## src/rtl/fetch_pkg.sv

```systemverilog
`default_nettype none
// ----------------------------------------------------------------------------
// fetch_pkg : fetch entry layout and align mode, shared by fetch and decode.
// Revision  : 1.0 - initial release
// ----------------------------------------------------------------------------
package fetch_pkg;

  localparam int unsigned c_ENTRY_W = 66;

  typedef struct packed {
    logic [31:0] instr;
    logic [31:0] pc;
    logic        is_comp;
    logic        err;
  } fetch_entry_t;

  typedef enum logic [0:0] {
    ALIGN_RUN      = 1'b0,
    ALIGN_ERR_WAIT = 1'b1
  } align_mode_e;

  function automatic logic is_comp_hw(input logic [15:0] hw);
    return hw[1:0] != 2'b11;
  endfunction

endpackage
`default_nettype wire

```

## src/rtl/fetch_align.sv

```systemverilog
`default_nettype none
// ----------------------------------------------------------------------------
// fetch_align : splits a 32-bit fetch stream into up to two aligned entries.
// Revision    : 1.0 - initial release
// ----------------------------------------------------------------------------
module fetch_align
  import fetch_pkg::*;
#(
  parameter logic [31:0] BootAddr = 32'h0000_0000
) (
  input  logic         clk_i,
  input  logic         rst_ni,
  input  logic         flush_i,
  input  logic [31:0]  flush_pc_i,
  input  logic         fetch_valid_i,
  input  logic [31:0]  fetch_data_i,
  input  logic         fetch_err_i,
  output logic         fetch_rdy_o,
  output logic [1:0]   out_valid_o,
  output fetch_entry_t out_entry0_o,
  output fetch_entry_t out_entry1_o,
  input  logic [1:0]   out_rdy_i
);

  logic [31:0] r_pc;
  logic [15:0] r_hw;
  logic        r_hw_vld;
  logic        r_off;
  align_mode_e r_mode;

  logic        w_c0, w_c1, w_comp0, w_tail, w_active, w_e0_comp, w_all;
  logic [31:0] w_ins0, w_ins1, w_adv;
  logic [15:0] w_tail_hw;
  logic [1:0]  w_n_xfer, w_n_cmp;

  // Parse the halfword window into complete instructions plus a trailing start.
  always_comb begin
    w_c0      = 1'b0;
    w_c1      = 1'b0;
    w_comp0   = 1'b0;
    w_tail    = 1'b0;
    w_ins0    = fetch_data_i;
    w_ins1    = {16'h0000, fetch_data_i[31:16]};
    w_tail_hw = fetch_data_i[31:16];
    if (r_hw_vld) begin
      w_c0   = 1'b1;
      w_ins0 = {fetch_data_i[15:0], r_hw};
      w_c1   = is_comp_hw(fetch_data_i[31:16]);
      w_tail = ~w_c1;
    end else if (r_off) begin
      w_c0    = is_comp_hw(fetch_data_i[31:16]);
      w_comp0 = 1'b1;
      w_ins0  = {16'h0000, fetch_data_i[31:16]};
      w_tail  = ~w_c0;
    end else if (is_comp_hw(fetch_data_i[15:0])) begin
      w_c0    = 1'b1;
      w_comp0 = 1'b1;
      w_ins0  = {16'h0000, fetch_data_i[15:0]};
      w_c1    = is_comp_hw(fetch_data_i[31:16]);
      w_tail  = ~w_c1;
    end else begin
      w_c0 = 1'b1;
    end
  end

  assign w_active  = fetch_valid_i & ~flush_i & (r_mode == ALIGN_RUN);
  assign w_e0_comp = ~fetch_err_i & w_comp0;

  always_comb begin
    out_valid_o = 2'b00;
    if (w_active) out_valid_o = fetch_err_i ? 2'b01 : {w_c1, w_c0};
  end

  assign out_entry0_o = '{instr:   fetch_err_i ? fetch_data_i : w_ins0,
                          pc:      r_pc,
                          is_comp: w_e0_comp,
                          err:     fetch_err_i};
  assign out_entry1_o = '{instr:   w_ins1,
                          pc:      r_pc + (w_e0_comp ? 32'd2 : 32'd4),
                          is_comp: 1'b1,
                          err:     1'b0};

  always_comb begin
    w_n_xfer = 2'd0;
    if (out_valid_o == 2'b11 && out_rdy_i == 2'b11) w_n_xfer = 2'd2;
    else if (out_valid_o[0] & out_rdy_i[0])         w_n_xfer = 2'd1;
  end

  assign w_n_cmp     = {1'b0, out_valid_o[0]} + {1'b0, out_valid_o[1]};
  assign w_all       = (w_n_xfer == w_n_cmp);
  assign fetch_rdy_o = flush_i | (r_mode == ALIGN_ERR_WAIT) | (fetch_valid_i & w_all);
  assign w_adv       = ((w_n_xfer != 2'd0) ? (w_e0_comp ? 32'd2 : 32'd4) : 32'd0)
                     + ((w_n_xfer == 2'd2) ? 32'd2 : 32'd0);

  always_ff @(posedge clk_i or negedge rst_ni) begin
    if (!rst_ni) begin
      r_pc     <= BootAddr;
      r_hw     <= 16'h0000;
      r_hw_vld <= 1'b0;
      r_off    <= BootAddr[1];
      r_mode   <= ALIGN_RUN;
    end else if (flush_i) begin
      r_pc     <= flush_pc_i & ~32'h1;
      r_off    <= flush_pc_i[1];
      r_hw_vld <= 1'b0;
      r_mode   <= ALIGN_RUN;
    end else if (r_mode == ALIGN_RUN && fetch_valid_i) begin
      if (fetch_err_i) begin
        if (w_n_xfer != 2'd0) begin
          r_mode   <= ALIGN_ERR_WAIT;
          r_hw_vld <= 1'b0;
          r_off    <= 1'b0;
        end
      end else begin
        r_pc <= r_pc + w_adv;
        if (w_all) begin
          r_off    <= 1'b0;
          r_hw_vld <= w_tail;
          if (w_tail) r_hw <= w_tail_hw;
        end else if (w_n_xfer != 2'd0) begin
          // Only entry0 left: the word's remaining work is its upper halfword.
          r_hw_vld <= 1'b0;
          r_off    <= 1'b1;
        end
      end
    end
  end

endmodule
`default_nettype wire

```

## config.mk

```make
export PLATFORM = sky130hd
export DESIGN_NAME = fetch_align
export DESIGN_NICKNAME = d
export VERILOG_FILES = /design/src/rtl/fetch_pkg.sv /design/src/rtl/fetch_align.sv
export SDC_FILE = /design/constraint.sdc
export NUM_CORES = 1
export LEC_CHECK = 0
export CAP_MARGIN = 25
export CORE_UTILIZATION = 41
export CTS_CLUSTER_DIAMETER = 50
export DETAILED_ROUTE_END_ITERATION = 8
export PLACE_DENSITY = 0.91
export SETUP_SLACK_MARGIN = 0.05
export SYNTH_ARGS = -nofsm -noshare
export SYNTH_HDL_FRONTEND = slang
export SYNTH_SLANG_ARGS = --single-unit
```

## constraint.sdc

```tcl
create_clock -name clk_i -period 5.7 [get_ports clk_i]
set_input_delay 0.57 -clock clk_i [delete_from_list [all_inputs] [get_ports clk_i]]
set_output_delay 0.57 -clock clk_i [all_outputs]
set_load 0.01 [all_outputs]
```

==> reports/qor.json <==
{
  "unrepaired_setup_endpoints_after_global_routing": {"value": "false"},
  "vdd.ir_drop.worst": {"value": 0.1079, "unit": "mV"},
  "synth-async-reset-ratio": {"value": 100.0, "unit": "%"},
  "maxCapViolCount": {"value": 0},
  "tightestPinTransition": {"value": 0.7634, "unit": "ns"},
  "route.met2.wl": {"value": 6349, "unit": "um"},
  "cts_setup_buffers": {"value": 0},
  "cts.repair.resized": {"value": 0},
  "worst-path-max-fanout": {"value": 13},
  "postSynthAreaPerCell": {"value": 8.437, "unit": "um^2"},
  "synth-edff-count": {"value": 0},
  "gp_congestion": {"value": 0.8899},
  "cts.htree.levels": {"value": 2},
  "dpl.hpwl": {"value": 9302, "unit": "um"},
  "syn-instance-count": {"value": 487},
  "final.setup.tns": {"value": 0, "unit": "ns"},
  "clkLatencyLatePin": {"value": 0.30, "unit": "ns"},
  "cts.path.max_buffers": {"value": 2},
  "ff_latch_count_synth": {"value": 50},
  "max_clock_freq": {"value": 0.1958, "unit": "GHz"},
  "timing.slew.headroom": {"value": 49.10, "unit": "%"},
  "post-route-min-period": {"value": 5.107, "unit": "ns"},
  "synth.lib_cells_used.distinct": {"value": 55},
  "post_synth_instance_area": {"value": 0.004109, "unit": "mm^2"},
  "crit_arrival": {"value": 5.34, "unit": "ns"},
  "critical-path-top-delay-family": {"value": "simple AND/OR/NAND/NOR gates"},
  "tritoncts": {"value": "yes"},
  "cp-start-kind": {"value": "input port"},
  "routed-via-count": {"value": 4152},
  "crit_path_cell_trace": {"value": "clkdlybuf4s50_1 -> or3b_4 -> nand2b_4 -> nor3b_1 -> ha_1 -> nand3_1 -> nand2_1 -> nand2_1 -> fa_1 -> inv_1 -> ha_1 -> inv_1 -> fa_1 -> nor4b_1 -> buf_4 -> nor4b_4 -> nand4_1 -> xor2_1 -> o21ai_0"},
  "synth.yosys.warnings": {"value": 0},
  "antenna_violations_before_repair": {"value": 0},
  "cpMaxStageDelayCell": {"value": "clkdlybuf4s50_1"},
  "outcome": {"value": "finished, final reports clean"},
  "pre_cts_slack": {"value": 0.2919, "unit": "ns"},
  "synth_seq_area_share": {"value": 30.45, "unit": "%"},
  "cts.hold.buffers_added": {"value": 0},
  "globalRouteOverflowTotal": {"value": 0},
  "detail_route.drc_violations": {"value": 0},
  "die_h": {"value": 102.1, "unit": "um"},
  "final.setup.worst_slack": {"value": 0.5929, "unit": "ns"},
  "power_density": {"value": 189.8, "unit": "mW/mm^2"},
  "setup-violations-final": {"value": 0},
  "syn_to_final_growth": {"value": 43.36, "unit": "%"},
  "min_path_type": {"value": "input port to asynchronous set/reset pin"},
  "detailroute.wirelength.met3": {"value": 799, "unit": "um"},
  "final_count_of_hold_timing_violations": {"value": 0},
  "floorplan.core_area": {"value": 0.009729, "unit": "mm^2"},
  "min_period_over_period": {"value": 89.60, "unit": "%"},
  "metal_1_wl": {"value": 4823, "unit": "um"},
  "routed_via_density": {"value": 5.413},
  "fraction_of_final_layout_cells_sized_beyond_drive_strength_1": {"value": 6.151, "unit": "%"},
  "final_max_slew_viol_count": {"value": 0},
  "worst-setup-path-type": {"value": "input port to flop"},
  "cts.root.buffer_cell": {"value": "clkbuf_8"},
  "drt_first_pass_iters": {"value": 5},
  "highest_layer": {"value": "met4"},
  "final_nets": {"value": 714},
  "timing.critical_path.slowest_cell_delay": {"value": 0.54, "unit": "ns"},
  "wire_length_of_the_first_global_routing_pass": {"value": 19440, "unit": "um"},
  "maximum_number_of_pins_on_one_net_before_global_route_repair": {"value": 59},
  "clock_sink_count": {"value": 50},
  "globalRouteTotalUtil": {"value": 23.31, "unit": "%"},
  "mostFrequentLayoutCells": {"value": "182 x clkdlybuf4s50_1, 68 x nand2_1, 50 x dfrtp_1"},
  "worstSetupEndpointType": {"value": "flop"},
  "fp.dieArea": {"value": 0.01043, "unit": "mm^2"},
  "critPathRequiredTime": {"value": 5.93, "unit": "ns"},
  "drt_iter0_drc": {"value": 185},
  "antenna-diode-count": {"value": 0},
  "fillers": {"value": 831},
  "fin_skew": {"value": 0.009916, "unit": "ns"},
  "ys.flop_type": {"value": "dfrtp_1"},
  "layout_commonest_cell": {"value": "clkdlybuf4s50_1"},
  "clkTransAtPathRegs": {"value": 0.10, "unit": "ns"},
  "io_buffers": {"value": 184},
  "crit_path_buf_inv_count": {"value": 4},
  "ant_nets": {"value": 0},
  "numCtsBuffers": {"value": 5},
  "first_global_vias": {"value": 4073},
  "detail_route.wirelength": {"value": 12250, "unit": "um"},
  "hold_worst_slack": {"value": 0.3801, "unit": "ns"},
  "post_drt_wl_per_cell": {"value": 15.97, "unit": "um"},
  "placement_rows": {"value": 36},
  "floorplan.io_pins": {"value": 206},
  "power.leakage": {"value": 2.424, "unit": "nW"},
  "start_util": {"value": 42.23, "unit": "%"},
  "dieWidth": {"value": 102.1, "unit": "um"}
}
==> per-layer routing <==
metal | track usage [%] | vias up
li1 | - | 1940
met1 | 27.45 | 2005
met2 | 41.92 | 181
met3 | 4.583 | 26
met4 | 8.462 | 0
met5 | 0 | -
==> final timing paths <==
kind | slack [ns] | depth (start not counted) | startpoint | end
worst min register to register | 0.49 | 1 | r_hw[1]$_DFFE_PN0P_ | r_hw[1]$_DFFE_PN0P_
worst max-delay path | 0.59 | 19 | fetch_valid_i | r_pc[22]$_DFFE_PN0P_
min in group clk_i | 0.49 | 1 | r_hw[1]$_DFFE_PN0P_ | r_hw[1]$_DFFE_PN0P_
max in group asynchronous | 4.88 | 2 | rst_ni | r_hw[11]$_DFFE_PN0P_
worst min-delay path | 0.38 | 2 | rst_ni | r_pc[7]$_DFFE_PN0P_
worst max register to register | 0.97 | 18 | r_mode$_DFFE_PN0P_ | r_pc[22]$_DFFE_PN0P_
==> cell families after synthesis <==
family / count (synthesis) / synth area share (%)
flip-flops: 50 / 30.45
AND/OR/NAND/NOR: 179 / 22.69
AO/OA/AOI/OAI: 96 / 15.47
buffers and inverters: 79 / 11.02
multiplexers: 16 / 4.964
other: 2 / 0.1828
XOR/XNOR: 56 / 11.94
adder cells (fa/ha/maj): 9 / 3.289
==> flip-flops by register name, indices dropped and copies added, names as in the netlist <==
name	cells
r_hw	16
r_hw_vld	1
r_mode	1
r_off	1
r_pc	31
==> layout make-up <==
| class | count | area, um^2 | area share, % |
|---|---|---|---|
| Clock buffer | 5 | 68.82 | 1.168 |
| Clock inverter | 2 | 10.01 | 0.1699 |
| Inverter | 10 | 37.54 | 0.6372 |
| Multi-Input combinational cell | 376 | 2472 | 41.97 |
| Sequential cell | 50 | 1251 | 21.24 |
| Tap cell | 133 | 166.4 | 2.825 |
| Timing Repair Buffer | 191 | 1884 | 31.99 |
==> power breakdown <==
group	switching, mW	leakage (nW)	internal [mW]	total (mW)
Sequential	0.0629	0.615	0.405	0.468
Clock	0.121	0.0438	0.0829	0.204
Combinational	0.189	1.77	0.256	0.445
==> cells in the mapped netlist (all sizes together) (2+ instances only) <==
cell    number  area, um^2
a211oi       2       15.01
a21oi        4       20.02
a22o        16       140.1
a22oi       16       120.1
a31oi        2       12.51
and2         2       12.51
and3         5       31.28
and4         2       17.52
and4b        2       20.02
buf         44       319.0
clkbuf      25       96.34
conb         2       7.510
dfrtp       50        1251
fa           3       60.06
ha           6       75.07
inv         10       37.54
mux2        14       183.9
mux2i        2       20.02
nand2       69       266.5
nand2b       5       38.78
nand3       16       80.08
nand4       20       125.1
nor2        25       93.84
nor2b        5       31.28
nor3        10       50.05
nor3b        2       15.01
nor4         6       52.55
nor4b        2       32.53
o21ai       48       240.2
or3          2       12.51
xnor2       25       219.0
xor2        31       271.5
==> through the flow <==
step / power [mW] / instance area, um^2 / instances / utilization (%)
final: 1.118 / 5891 / 767 / 60.55
after global routing: 1.178 / 5891 / 767 / 60.55
after CTS: 1.122 / 5883 / 766 / 60.47
after detailed placement: 0.9158 / 5804 / 759 / 59.66
after global placement: 0.9005 / 5804 / 759 / 59.66
after floorplan: 0.6853 / 4177 / 505 / -
(Power assumes the default switching activity.)
